$ cat src/rtl/vga_timing_ctrl_pkg.sv
// Shared types and default 640x480@60 timing for the VGA scan-out timing block.
// Segment encodings are fixed; coordinate and segment counters are 10 bits wide.
package vga_timing_ctrl_pkg;

  typedef enum logic [1:0] {
    SEG_ACTIVE = 2'd0,
    SEG_FRONT  = 2'd1,
    SEG_SYNC   = 2'd2,
    SEG_BACK   = 2'd3
  } seg_state_e;

  localparam int COORD_W = 10;
  localparam int SEG_W   = 10;

  localparam int DEF_PIX_DIV  = 4;
  localparam int DEF_H_ACTIVE = 640;
  localparam int DEF_H_FP     = 16;
  localparam int DEF_H_SYNC   = 96;
  localparam int DEF_H_BP     = 48;
  localparam int DEF_V_ACTIVE = 480;
  localparam int DEF_V_FP     = 10;
  localparam int DEF_V_SYNC   = 2;
  localparam int DEF_V_BP     = 33;

  typedef logic [COORD_W-1:0] coord_t;
  typedef logic [SEG_W-1:0]   seg_cnt_t;

  // Registered scan-out bundle; irq lives outside it because it is optional.
  typedef struct packed {
    logic   pix_ce;
    logic   pix_valid;
    coord_t pix_x;
    coord_t pix_y;
    logic   hsync;
    logic   vsync;
    logic   hblank;
    logic   vblank;
    logic   line_start;
    logic   frame_start;
  } vga_out_t;

  function automatic logic sync_level(input logic asserted, input logic pol);
    return asserted ? pol : ~pol;
  endfunction

endpackage

$ cat src/rtl/vga_timing_ctrl_if.sv
// Register-block / pixel-path side of the VGA timing block.
// master = timing generator, slave = consumer that drives vga_en and irq_ack.
interface vga_timing_ctrl_if;

  logic                        vga_en;
  logic                        irq_ack;
  logic                        pix_ce;
  logic                        pix_valid;
  vga_timing_ctrl_pkg::coord_t pix_x;
  vga_timing_ctrl_pkg::coord_t pix_y;
  logic                        hsync;
  logic                        vsync;
  logic                        hblank;
  logic                        vblank;
  logic                        line_start;
  logic                        frame_start;
  logic                        irq;

  modport master (
    input  vga_en, irq_ack,
    output pix_ce, pix_valid, pix_x, pix_y, hsync, vsync,
           hblank, vblank, line_start, frame_start, irq
  );

  modport slave (
    output vga_en, irq_ack,
    input  pix_ce, pix_valid, pix_x, pix_y, hsync, vsync,
           hblank, vblank, line_start, frame_start, irq
  );

endinterface

$ cat src/rtl/vga_timing_ctrl_seg_fsm.sv
// ACTIVE/FRONT/SYNC/BACK segment sequencer with per-segment counter.
// Latency: state/idx update on the adv edge; wrap is a same-cycle strobe.
// Backpressure: none, advances only when adv is high.
module vga_seg_fsm
  import vga_timing_ctrl_pkg::*;
(
  input  logic       clk,
  input  logic       clr,
  input  logic       adv,
  input  seg_cnt_t   len_active,
  input  seg_cnt_t   len_front,
  input  seg_cnt_t   len_sync,
  input  seg_cnt_t   len_back,
  output seg_state_e state,
  output seg_cnt_t   idx,
  output logic       wrap
);

  seg_cnt_t seg_len;
  logic     seg_last;

  always_comb begin
    seg_len = len_active;
    unique case (state)
      SEG_ACTIVE: seg_len = len_active;
      SEG_FRONT:  seg_len = len_front;
      SEG_SYNC:   seg_len = len_sync;
      SEG_BACK:   seg_len = len_back;
      default:    seg_len = len_active;
    endcase
  end

  assign seg_last = (idx == seg_len - SEG_W'(1));
  // Chained into the next sequencer so it steps exactly once per full cycle here.
  assign wrap     = adv && seg_last && (state == SEG_BACK);

  always_ff @(posedge clk) begin
    if (clr) begin
      state <= SEG_ACTIVE;
      idx   <= '0;
    end else if (adv) begin
      if (seg_last) begin
        idx <= '0;
        unique case (state)
          SEG_ACTIVE: state <= SEG_FRONT;
          SEG_FRONT:  state <= SEG_SYNC;
          SEG_SYNC:   state <= SEG_BACK;
          SEG_BACK:   state <= SEG_ACTIVE;
          default:    state <= SEG_ACTIVE;
        endcase
      end else begin
        idx <= idx + SEG_W'(1);
      end
    end
  end

endmodule

$ cat src/rtl/vga_timing_ctrl.sv
// VGA scan-out timing: pixel-enable divider plus H/V segment sequencers; optional VGA_VBLANK_IRQ_EN irq.
// Latency: outputs registered, first pixel (0,0) one clk after the first enabled edge.
// Backpressure: none; free-running while vga_en=1, vga_en=0 or rst returns to idle next clk.
module vga_timing_ctrl
  import vga_timing_ctrl_pkg::*;
#(
  parameter int PIX_DIV  = DEF_PIX_DIV,
  parameter int H_ACTIVE = DEF_H_ACTIVE,
  parameter int H_FP     = DEF_H_FP,
  parameter int H_SYNC   = DEF_H_SYNC,
  parameter int H_BP     = DEF_H_BP,
  parameter int V_ACTIVE = DEF_V_ACTIVE,
  parameter int V_FP     = DEF_V_FP,
  parameter int V_SYNC   = DEF_V_SYNC,
  parameter int V_BP     = DEF_V_BP,
  parameter bit SYNC_POL = 1'b0
) (
  input logic               clk,
  input logic               rst,
  vga_timing_ctrl_if.master bus
);

  localparam int             DIV_W    = (PIX_DIV > 1) ? $clog2(PIX_DIV) : 1;
  localparam logic [DIV_W-1:0] DIV_LAST = DIV_W'(PIX_DIV - 1);

  localparam vga_out_t IDLE_OUT = '{
    pix_ce:      1'b0,
    pix_valid:   1'b0,
    pix_x:       '0,
    pix_y:       '0,
    hsync:       ~SYNC_POL,
    vsync:       ~SYNC_POL,
    hblank:      1'b1,
    vblank:      1'b1,
    line_start:  1'b0,
    frame_start: 1'b0
  };

  logic             clr;
  logic             run;
  logic [DIV_W-1:0] div_cnt;
  logic             ce;

  seg_state_e h_state, v_state;
  seg_cnt_t   h_idx, v_idx;
  logic       h_wrap, unused_v_wrap;

  vga_out_t nxt, out_q;
  logic     h_act, v_act, first_clk;

  assign clr = rst || !bus.vga_en;
  assign ce  = run && (div_cnt == DIV_LAST);

  // run lags vga_en by one clk so the counters hold at (0,0) for the first enabled edge.
  always_ff @(posedge clk) begin
    if (clr) begin
      run     <= 1'b0;
      div_cnt <= '0;
    end else begin
      run <= 1'b1;
      if (run) begin
        div_cnt <= ce ? '0 : div_cnt + DIV_W'(1);
      end
    end
  end

  vga_seg_fsm u_h_fsm (
    .clk        (clk),
    .clr        (clr),
    .adv        (ce),
    .len_active (SEG_W'(H_ACTIVE)),
    .len_front  (SEG_W'(H_FP)),
    .len_sync   (SEG_W'(H_SYNC)),
    .len_back   (SEG_W'(H_BP)),
    .state      (h_state),
    .idx        (h_idx),
    .wrap       (h_wrap)
  );

  vga_seg_fsm u_v_fsm (
    .clk        (clk),
    .clr        (clr),
    .adv        (h_wrap),
    .len_active (SEG_W'(V_ACTIVE)),
    .len_front  (SEG_W'(V_FP)),
    .len_sync   (SEG_W'(V_SYNC)),
    .len_back   (SEG_W'(V_BP)),
    .state      (v_state),
    .idx        (v_idx),
    .wrap       (unused_v_wrap)
  );

  assign h_act     = (h_state == SEG_ACTIVE);
  assign v_act     = (v_state == SEG_ACTIVE);
  assign first_clk = h_act && (h_idx == '0) && (div_cnt == '0);

  always_comb begin
    nxt = IDLE_OUT;
    if (run) begin
      nxt.pix_ce      = ce;
      nxt.pix_valid   = h_act && v_act;
      nxt.pix_x       = h_act ? coord_t'(h_idx) : '0;
      nxt.pix_y       = v_act ? coord_t'(v_idx) : '0;
      nxt.hsync       = sync_level(h_state == SEG_SYNC, SYNC_POL);
      nxt.vsync       = sync_level(v_state == SEG_SYNC, SYNC_POL);
      nxt.hblank      = !h_act;
      nxt.vblank      = !v_act;
      nxt.line_start  = first_clk;
      nxt.frame_start = first_clk && v_act && (v_idx == '0);
    end
  end

  always_ff @(posedge clk) begin
    if (clr) begin
      out_q <= IDLE_OUT;
    end else begin
      out_q <= nxt;
    end
  end

  assign bus.pix_ce      = out_q.pix_ce;
  assign bus.pix_valid   = out_q.pix_valid;
  assign bus.pix_x       = out_q.pix_x;
  assign bus.pix_y       = out_q.pix_y;
  assign bus.hsync       = out_q.hsync;
  assign bus.vsync       = out_q.vsync;
  assign bus.hblank      = out_q.hblank;
  assign bus.vblank      = out_q.vblank;
  assign bus.line_start  = out_q.line_start;
  assign bus.frame_start = out_q.frame_start;

`ifdef VGA_VBLANK_IRQ_EN
  logic irq_q;
  logic irq_set;

  // V enters FRONT on the first clk of a line; set wins over a same-clk ack.
  assign irq_set = run && first_clk && (v_state == SEG_FRONT) && (v_idx == '0);

  always_ff @(posedge clk) begin
    if (clr) begin
      irq_q <= 1'b0;
    end else begin
      irq_q <= irq_set || (irq_q && !bus.irq_ack);
    end
  end

  assign bus.irq = irq_q;
`else
  logic unused_irq_ack;
  assign unused_irq_ack = bus.irq_ack;
  assign bus.irq        = 1'b0;
`endif

endmodule
$ cat src/flat_wrapper.sv
// flat-port wrapper written by rule: the top's interface ports become plain ports
module vga_timing_ctrl_flat import vga_timing_ctrl_pkg::*;
#(
  parameter int PIX_DIV  = DEF_PIX_DIV,
  parameter int H_ACTIVE = DEF_H_ACTIVE,
  parameter int H_FP     = DEF_H_FP,
  parameter int H_SYNC   = DEF_H_SYNC,
  parameter int H_BP     = DEF_H_BP,
  parameter int V_ACTIVE = DEF_V_ACTIVE,
  parameter int V_FP     = DEF_V_FP,
  parameter int V_SYNC   = DEF_V_SYNC,
  parameter int V_BP     = DEF_V_BP,
  parameter bit SYNC_POL = 1'b0
)
  (clk, rst, bus_vga_en, bus_irq_ack, bus_pix_ce, bus_pix_valid, bus_pix_x, bus_pix_y, bus_hsync, bus_vsync, bus_hblank, bus_vblank, bus_line_start, bus_frame_start, bus_irq);
  vga_timing_ctrl_if bus_i ();
  input logic clk;
  input logic rst;
  input wire logic [$bits(bus_i.vga_en)-1:0] bus_vga_en;
  input wire logic [$bits(bus_i.irq_ack)-1:0] bus_irq_ack;
  output wire logic [$bits(bus_i.pix_ce)-1:0] bus_pix_ce;
  output wire logic [$bits(bus_i.pix_valid)-1:0] bus_pix_valid;
  output wire logic [$bits(bus_i.pix_x)-1:0] bus_pix_x;
  output wire logic [$bits(bus_i.pix_y)-1:0] bus_pix_y;
  output wire logic [$bits(bus_i.hsync)-1:0] bus_hsync;
  output wire logic [$bits(bus_i.vsync)-1:0] bus_vsync;
  output wire logic [$bits(bus_i.hblank)-1:0] bus_hblank;
  output wire logic [$bits(bus_i.vblank)-1:0] bus_vblank;
  output wire logic [$bits(bus_i.line_start)-1:0] bus_line_start;
  output wire logic [$bits(bus_i.frame_start)-1:0] bus_frame_start;
  output wire logic [$bits(bus_i.irq)-1:0] bus_irq;
  assign bus_i.vga_en = bus_vga_en;
  assign bus_i.irq_ack = bus_irq_ack;
  assign bus_pix_ce = bus_i.pix_ce;
  assign bus_pix_valid = bus_i.pix_valid;
  assign bus_pix_x = bus_i.pix_x;
  assign bus_pix_y = bus_i.pix_y;
  assign bus_hsync = bus_i.hsync;
  assign bus_vsync = bus_i.vsync;
  assign bus_hblank = bus_i.hblank;
  assign bus_vblank = bus_i.vblank;
  assign bus_line_start = bus_i.line_start;
  assign bus_frame_start = bus_i.frame_start;
  assign bus_irq = bus_i.irq;
  vga_timing_ctrl #(.PIX_DIV(PIX_DIV), .H_ACTIVE(H_ACTIVE), .H_FP(H_FP), .H_SYNC(H_SYNC), .H_BP(H_BP), .V_ACTIVE(V_ACTIVE), .V_FP(V_FP), .V_SYNC(V_SYNC), .V_BP(V_BP), .SYNC_POL(SYNC_POL)) u_core (.clk(clk), .rst(rst), .bus(bus_i));
endmodule
$ cat config.mk
export PLATFORM = sky130hd
export DESIGN_NAME = vga_timing_ctrl_flat
export DESIGN_NICKNAME = d
export VERILOG_FILES = /design/src/rtl/vga_timing_ctrl_pkg.sv /design/src/rtl/vga_timing_ctrl_if.sv /design/src/rtl/vga_timing_ctrl_seg_fsm.sv /design/src/rtl/vga_timing_ctrl.sv /design/src/flat_wrapper.sv
export SDC_FILE = /design/constraint.sdc
export NUM_CORES = 1
export LEC_CHECK = 0
export ABC_CLOCK_PERIOD_IN_PS = 2400
export CAP_MARGIN = 20
export CORE_ASPECT_RATIO = 1.2
export CORE_UTILIZATION = 42
export DETAILED_ROUTE_END_ITERATION = 8
export DONT_BUFFER_PORTS = 1
export GPL_TIMING_DRIVEN = 0
export SLEW_MARGIN = 30
export SYNTH_ARGS = -nofsm -noshare
export SYNTH_HDL_FRONTEND = slang
export SYNTH_SLANG_ARGS = --single-unit
$ cat constraint.sdc
create_clock -name clk -period 2.4 [get_ports clk]
set_input_delay 0.6 -clock clk [delete_from_list [all_inputs] [get_ports clk]]
set_output_delay 0.6 -clock clk [all_outputs]
set_load 0.02 [all_outputs]
# Yosys cells after proc, flatten, opt, wreduce, memory -nomap -nowiden

Cells that the tools add are included.

Register bits: 55
Bits of input ports: 4
Output and inout bits: 29
Logic and storage cells: 65

$add $sub $neg: 5
Equality and inequality tests: 9
Mux-type cells: 10
Bitwise gates (word level): 3
Reductions and logical operators: 22

Operators by type and width:

| operator                | number |
|---|---|
| $pmux W10 S4            | 2 |
| $add A10 B1 Y10 const B | 2 |
| $eq A10 B10 Y1          | 2 |
| $logic_not A10 Y1       | 2 |
| $mux W10                | 2 |
| $sub A10 B1 Y10 const B | 2 |
| $pmux W2 S4             | 2 |
| $eq A2 B2 Y1 const B    | 5 |
| $logic_and A1 B1 Y1     | 8 |
| $logic_not A2 Y1        | 3 |
| $reduce_or A3 Y1        | 2 |
| $eq A2 B1 Y1 const B    | 2 |
| $reduce_and A2 Y1       | 2 |
| $logic_not A1 Y1        | 3 |
| $mux W1                 | 3 |
| $not A1 Y1              | 3 |
| $add A2 B1 Y2 const B   | 1 |
| $mux W2                 | 1 |
| $reduce_or A2 Y1        | 1 |
| $logic_or A1 B1 Y1      | 1 |

# Logic depth before layout (Yosys ltp)

Gate-level depths: netlist of the first run.

Depth in word-level cells: 7
Depth in mapped cells: 8
Mapped depth without buffers: 7

# Modules after synthesis

A second synthesis of the first run with hierarchy kept.

Cell total of the unflattened synthesis: 404
Area, all modules: 3543.4 µm²

By module, submodules not included:

| module          | times used | cells an instance | area an instance (µm²) | seq. area each (µm²) |
|---|---|---|---|---|
| vga_seg_fsm     | 2          | 157               | 1276.2                 | 240.2 |
| vga_timing_ctrl | 1          | 90                | 991.0                  | 620.6 |

# Worst setup path after synthesis of the first run

OpenSTA, ideal clock, no wires.

Path type: reg2reg
From: register u_core.u_v_fsm.state[0]
To: register u_core.u_v_fsm.state[0]
Setup time: 0.072 ns
Data arrival time: 2.136 ns
Path slack: 0.193 ns
Cell stages (with the launch flop): 8
Path through: dfxtp_1 -> inv_1 -> ha_1 -> or4_4 -> a2111oi_4 -> nand2_4 -> nor3_4 -> mux2i_1

Cells in the longest elaborated chain, start to end: 5
Elaborated cells between the ends (all ways): 9
Those cells by class: add/sub (1); eq/ne (4); mux (2); reduce/logical (2)

RTL lines:

| what                                 | line                                                         | RTL |
|---|---|---|
| from (decl)                          | vga_timing_ctrl_seg_fsm.sv:14                                | `output seg_state_e state,` |
| from (signal assigned)               | vga_timing_ctrl_seg_fsm.sv:39                                | `state <= SEG_ACTIVE;` |
| from (signal assigned)               | vga_timing_ctrl_seg_fsm.sv:45                                | `SEG_ACTIVE: state <= SEG_FRONT;` |
| from (signal assigned)               | vga_timing_ctrl_seg_fsm.sv:46                                | `SEG_FRONT: state <= SEG_SYNC;` |
| $eq A2 B2 Y1 (tied with other cells) | vga_timing_ctrl_seg_fsm.sv:24, vga_timing_ctrl_seg_fsm.sv:44 |  |
| $pmux W10 S4                         | vga_timing_ctrl_seg_fsm.sv:24                                | `unique case (state)` |
| $sub A10 B1 Y10                      | vga_timing_ctrl_seg_fsm.sv:33                                | `assign seg_last = (idx == seg_len - SEG_W'(1));` |
| $eq A10 B10 Y1                       | vga_timing_ctrl_seg_fsm.sv:33                                |  |
| $reduce_and A2 Y1 (no source line)   | -                                                            |  |

Several ways; a longest one is shown, not always the timed one. The select of a mux whose other input is x is not followed.
A chain may end at the register's enable or synchronous reset.

# Worst setup path in the final report of the first run

From: register u_core.div_cnt[0]
To: register u_core.u_h_fsm.idx[4]

Cells in the longest elaborated chain, start to end: 2

RTL lines:

| what                   | line                          | RTL |
|---|---|---|
| from (decl)            | vga_timing_ctrl.sv:41         | `logic [DIV_W-1:0] div_cnt;` |
| from (signal assigned) | vga_timing_ctrl.sv:62         | `div_cnt <= ce ? '0 : div_cnt + DIV_W'(1);` |
| $eq A2 B2 Y1           | vga_timing_ctrl.sv:52         | `assign ce = run && (div_cnt == DIV_LAST);` |
| $logic_and A1 B1 Y1    | vga_timing_ctrl.sv:52         |  |
| to (signal assigned)   | vga_timing_ctrl_seg_fsm.sv:52 | `idx <= idx + SEG_W'(1);` |
| to (decl)              | vga_timing_ctrl_seg_fsm.sv:15 | `output seg_cnt_t idx,` |

No other way between the ends.

==> results of run 1 <==
layer usage:
metal	track usage	share of wire
met4	0.05070	0.0090
met1	0.2140	0.42
met3	0.03759	0.050
met2	0.3074	0.52
met5	0	0
synthesized netlist by cell type (2+ instances only):
master,n,area (µm²)
o21ai_0,2,10.01
and2_1,18,112.6
nand4_1,11,68.82
ha_1,18,225.2
a21oi_1,13,65.06
nor4_1,5,31.28
buf_6,2,22.52
nand2_1,21,78.83
dfxtp_1,55,1101
and2_2,2,15.01
a32oi_1,2,17.52
clkbuf_1,8,30.03
inv_1,14,52.55
nor2b_1,3,18.77
xnor2_1,8,70.07
o211ai_1,2,15.01
nand2b_1,2,12.51
o31ai_1,7,52.55
nor4b_1,2,17.52
or3_1,3,18.77
nand3_1,9,45.04
mux2i_1,7,70.07
nor2_1,25,93.84
and3_1,6,37.54
xor2_1,7,61.31
nor3_1,9,45.04
state kept, by name (all words and copies together) (netlist names), 2 cells and up:
signal                count
u_core.bus.pix_x         10
u_core.bus.pix_y         10
u_core.u_h_fsm.idx       10
u_core.u_v_fsm.idx       10
u_core.div_cnt            2
u_core.u_h_fsm.state      2
u_core.u_v_fsm.state      2
power breakdown:
part / internal [W] / total [W] / switching, W
sequential: 0.000916 / 0.000920 / 0.00000439
clock: 0.000210 / 0.000509 / 0.000299
combinational: 0.00000992 / 0.0000340 / 0.0000241
timing repair:
action,CTS,global route
cloned,0,1
setup buffers,1,0
pin swaps,1,0
resized for setup,1,15
hold buffers,0,0
setup endpoints to repair,20,24
critical path, cell delays in order, from the launching register on:
cell and delay (ns):
dfxtp_1 0.38, ha_1 0.24, nand3_1 0.18, or2_2 0.36
or3_1 0.47, o31ai_4 0.46, nor2_1 0.11
area by class of cell:
| class | instances | area (µm²) | area share |
|---|---|---|---|
| Multi-Input combinational cell | 201 | 1434 | 0.4974 |
| Sequential cell | 55 | 1105 | 0.3832 |
| Tap cell | 82 | 102.6 | 0.03559 |
| Buffer | 13 | 87.58 | 0.03038 |
| Clock buffer | 6 | 72.57 | 0.02517 |
| Inverter | 15 | 56.30 | 0.01953 |
| Clock inverter | 2 | 17.52 | 0.006076 |
| Timing Repair Buffer | 1 | 7.507 | 0.002604 |
per-stage QoR:
stage	instances	setup slack, ns
after floorplan	284	0.1926
after global placement	366	-0.08790
after detailed placement	366	-0.09539
after CTS	374	-0.003719
after global routing	375	0.004038
final	375	0.1037
final timing paths:
kind | from | endpoint | cells past startpoint
hold / removal | u_core.u_h_fsm.idx[1] | u_core.u_h_fsm.idx[1] | 2
setup reg to reg | u_core.div_cnt[0] | u_core.u_h_fsm.idx[4] | 6
hold reg to reg | u_core.u_h_fsm.idx[1] | u_core.u_h_fsm.idx[1] | 2
setup / recovery | u_core.div_cnt[0] | u_core.u_h_fsm.idx[4] | 6
cell families after synthesis:
| logic type | after synthesis | synth area share |
|---|---|---|
| AO/OA/AOI/OAI | 31 | 0.08445 |
| XOR/XNOR | 15 | 0.05010 |
| adder cells (fa/ha/maj) | 18 | 0.08588 |
| buffers and inverters | 29 | 0.05582 |
| flip-flops | 55 | 0.4198 |
| multiplexers | 8 | 0.03531 |
| other | 1 | 0.001430 |
| AND/OR/NAND/NOR | 127 | 0.2672 |
==> summary.md, run 1 <==
| Metric | Value |
|---|---|
| I/O Pins | 33 |
| Async SR Flop Fraction | 0 |
| H-tree levels | 2 |
| Worst vdd ir | 0.0003549 V |
| Post-synth EDFFs | 0 |
| Warnings from Yosys | 0 |
| IO Port Bufs | 0 |
| Min Hold Slack | 0.4869 ns |
| Setup Skew | 0.01320 ns |
| Antenna diodes | 0 |
| Distinct cells, synth | 49 |
| Register area share after synthesis | 0.4198 |
| CTS root buf | clkbuf_8 |
| Power per Cell Area | 507.6 nW/µm² |
| Vias in the first global route | 1748 |
| WP data required | 2.59 ns |
| Core Util, Final | 0.4795 |
| Hpwl dp | 3841 µm |
| Pin count of the biggest net entering global routing | 18 |
| First DRT Iteration DRCs | 170 |
| RSZ-0062 raised after global routing | no |
| Commonest non-fill, non-tap cell in the layout | dfxtp_1 |
| Via density per instance | 5.296 |
| Area after DPL | 2725 µm² |
| Num rows | 31 |
| Post-Synthesis Cell Area | 2623 µm² |
| Worst skew pair latency | 0.31 ns |
| Fraction of layout cells with a size suffix above 1 | 0.1331 |
| Residual overflow from global routing | 0 |
| Placer Congestion | 0.8143 |
| Hold crit path type | flop to flop |
| ANT nets after route | 0 |
| Worst-path clk slew | 0.10 ns |
| # setup viols final | 0 |
| Crit-path max FO | 10 |
| Antenna violations before repair | 0 |
| CTS tree | built |
| DR WL/cell | 14.45 µm |
| Total Power | 0.001463 W |
| Post-Synthesis Net Count | 306 |
| Slew headroom | 0.5728 |
| # DRC | 0 |
| Tmin final | 2.296 ns |
| Die Y | 88.56 µm |
| Clock Path Buffers | 2 |
| Initial core utilization | 0.4362 |
| Drt total wl | 5418 µm |
| Final #Nets | 314 |
| Post-synthesis cell count | 284 |
| Setup TNS | 0 ns |
| Fin crit share | 0.9568 |
| Pleak | 1.028 nW |
| Slew @ Worst Pin | 0.6366 ns |
| FMAX | 435.5 MHz |
| Flop2flop setup slack | 0.10 ns |
| Vias | 1986 |
| Max_cap viols | 0 |
| Yosys reg bits | 55 |
| Hold Fails Final Rpt | 0 |
| Commonest non-fill, non-tap cells in the layout | dfxtp_1, nor2_1, nand2_1 |
| Placeable Area | 6012 µm² |
| Tot GR Track Use | 0.1755 |
| Status | complete, no violations |
| CP startpoint kind | flop |
| First-pass DRT Iterations | 4 |
| Die width | 74.14 µm |
| Setup CP Type | flop to flop |
| Die area | 6565 µm² |
| Crit path arrival time | 2.49 ns |
| Main flop type after synthesis | dfxtp_1 |
| TritonCTS Sinks | 55 |
| Post-route cell area | 2883 µm² |
| Max-slew violation count | 0 |
| CTS Buf Count | 5 |
| Global-route wire length before repair | 8604 µm |
| Kind of end point of the critical path | flop |
| Synthesized area per cell | 9.234 µm² |
| Fillers | 574 |
| Layout overhead on the synthesized area | 9.923% |
Power figures use the tool's default switching activity.
==> run 2: changes to the inputs <==
Settings changed: CORE_MARGIN from default to 5, SYNTH_HIERARCHICAL from default to 1.
==> run 2 against run 1 <==
Effect of this change:
- clock skew down 0.0045 ns
- critical endpoint is now u_core/u_v_fsm/idx[7]
- final cell count increased by 75%
- highest routed layer unchanged
- total power is 18% higher
- the flow now finishes with violations (setup timing)
==> summary.md, run 2 <==
| Metric | Value |
|---|---|
| Status | finished, violations left |
| Failing checks | setup timing |
| Hpwl dp | 6435 µm |
| Vias in the first global route | 3147 |
| ANT nets after route | 0 |
| Die width | 93.78 µm |
| Synthesized area per cell | 8.777 µm² |
| Fraction of layout cells with a size suffix above 1 | 0.2200 |
| Hold crit path type | primary input to flop |
| Layout overhead on the synthesized area | 34.74% |
| Slowest cell on the critical path | or4b_1 |
| FMAX | 250.1 MHz |
| WP data required | 2.60 ns |
| Setup CP Type | flop to flop |
| Placeable Area | 8153 µm² |
| Kind of end point of the critical path | flop |
| Cell repeated most along the worst path | and3_4 |
| Initial core utilization | 0.4339 |
| Bufs and invs on worst path | 5 |
| CTS Hold Buffers Added | 0 |
| Kind of cell adding the most delay to the critical path | simple AND/OR/NAND/NOR gates |
| First-pass DRT Iterations | 4 |
| Antenna diodes | 0 |
| Worst skew pair latency | 0.31 ns |
| Fin crit share | 1.666 |
| Post-route cell area | 4766 µm² |
| Hold Fails Final Rpt | 0 |
| Drt total wl | 8940 µm |
| CTS root buf | clkbuf_8 |
| Warnings from Yosys | 6 |
| Tot GR Track Use | 0.1717 |
| Global-route wire length before repair | 14770 µm |
| Fillers | 766 |
| Power per Cell Area | 363.7 nW/µm² |
| Area after DPL | 4163 µm² |
| Via density per instance | 4.944 |
| CP startpoint kind | flop |
| RSZ-0062 raised after global routing | yes |
| Pleak | 1.956 nW |
| Max_cap viols | 0 |
| Post-synthesis cell count | 403 |
| # DRC | 0 |
| H-tree levels | 2 |
| Pin count of the biggest net entering global routing | 19 |
| CTS tree | built |
| Crit-path max FO | 4 |
| Cells after DPL | 612 |
| # setup viols final | 24 |
| Max-slew violation count | 0 |
| Tmin final | 3.999 ns |
| Final #Nets | 558 |
| Residual overflow from global routing | 0 |
| Die Y | 110.5 µm |
| Post-Synthesis Cell Area | 3537 µm² |
| TritonCTS Sinks | 55 |
| Num rows | 36 |
| IO Port Bufs | 0 |
| Finished Layout Cells | 655 |
| CTS Buf Count | 5 |
| Worst-path clk slew | 0.10 ns |
| Antenna violations before repair | 0 |
| Vias | 3238 |
| Setup ws final | -1.599 ns |
| CP peak stage delay | 0.49 ns |
| Worst vdd ir | 0.0003437 V |
| Commonest non-fill, non-tap cells in the layout | conb_1, dfxtp_1, buf_4 |
| Clock Path Buffers | 2 |
| Placer Congestion | 0.8076 |
| DR WL/cell | 13.65 µm |
| Setup Skew | 0.008733 ns |
| Commonest non-fill, non-tap cell in the layout | conb_1 |
| Die area | 10370 µm² |
| First DRT Iteration DRCs | 110 |
| Worst path cell trace | inv_4 > ha_4 > clkbuf_16 > clkbuf_16 > a21oi_4 > o2bb2ai_2 > ha_2 > nor2b_4 > a31oi_4 > or4_1 > or4b_1 > and3_4 > nor4_4 > and2_4 > and3_4 > and3_4 > buf_4 > buf_6 > nand4_1 > xor2_1 > nor2_1 |
| I/O Pins | 33 |
| Crit path arrival time | 4.20 ns |
[run 2: final timing paths]
check                           from                     to  slack, ns  depth (start not counted)
max          u_core/u_h_fsm/state[0]  u_core/u_v_fsm/idx[7]      -1.60                         21
min                       bus_vga_en  u_core/bus.line_start       0.47                          2
min reg2reg  u_core/u_v_fsm/state[1]       u_core/bus.vsync       0.49                          1
max reg2reg  u_core/u_h_fsm/state[0]  u_core/u_v_fsm/idx[7]      -1.60                         21
[run 2: power by group]
part	total, W	leakage (nW)	internal [W]	switching, W
registers	0.000917	0.447	0.000911	0.00000612
clock network	0.000616	0.0591	0.000315	0.000300
logic	0.000201	1.45	0.0000840	0.000117
[run 2: cell type report]
type	instances	area, µm²	share of cell area
flip-flops and latches	55	1116	0.2342
inverters	21	88.84	0.01864
well taps	114	142.6	0.02993
repair buffers	35	282.8	0.05933
clock buffers	5	68.82	0.01444
clock inverters	3	45.04	0.009451
plain buffers	20	170.2	0.03570
multi-input cells	402	2851	0.5983
[run 2: stage by stage]
step	hold slack (ns)	power (W)	setup TNS (ns)	util	worst slack (ns)
after global placement	0.4630	0.001097	-34.09	0.5106	-1.916
after global routing	0.4754	0.001820	-32.74	0.5846	-1.746
after detailed placement	0.4725	0.001100	-35.16	0.5106	-1.962
after CTS	0.4656	0.001722	-31.74	0.5526	-1.729
after floorplan	0.4347	0.001075	-25.44	-	-1.601
final	0.4710	0.001734	-29.96	0.5846	-1.599
[run 2: what timing repair did]
action | CTS | global route
buffers inserted | 19 | 17
resized for setup | 17 | 35
endpoints found under the setup margin | 24 | 24
pin swaps | 10 | 18
cloned | 1 | 0
[run 2: per-layer routing]
metal / part of all wire / vias to the layer above / global-route usage / wire length (µm)
met1: 0.39 / 1518 / 0.1859 / 3512
met4: 0.016 / 0 / 0.04143 / 140
met2: 0.57 / 32 / 0.3378 / 5107
met5: 0 / - / 0 / 0
li1: - / 1675 / - / -
met3: 0.020 / 13 / 0.02449 / 181
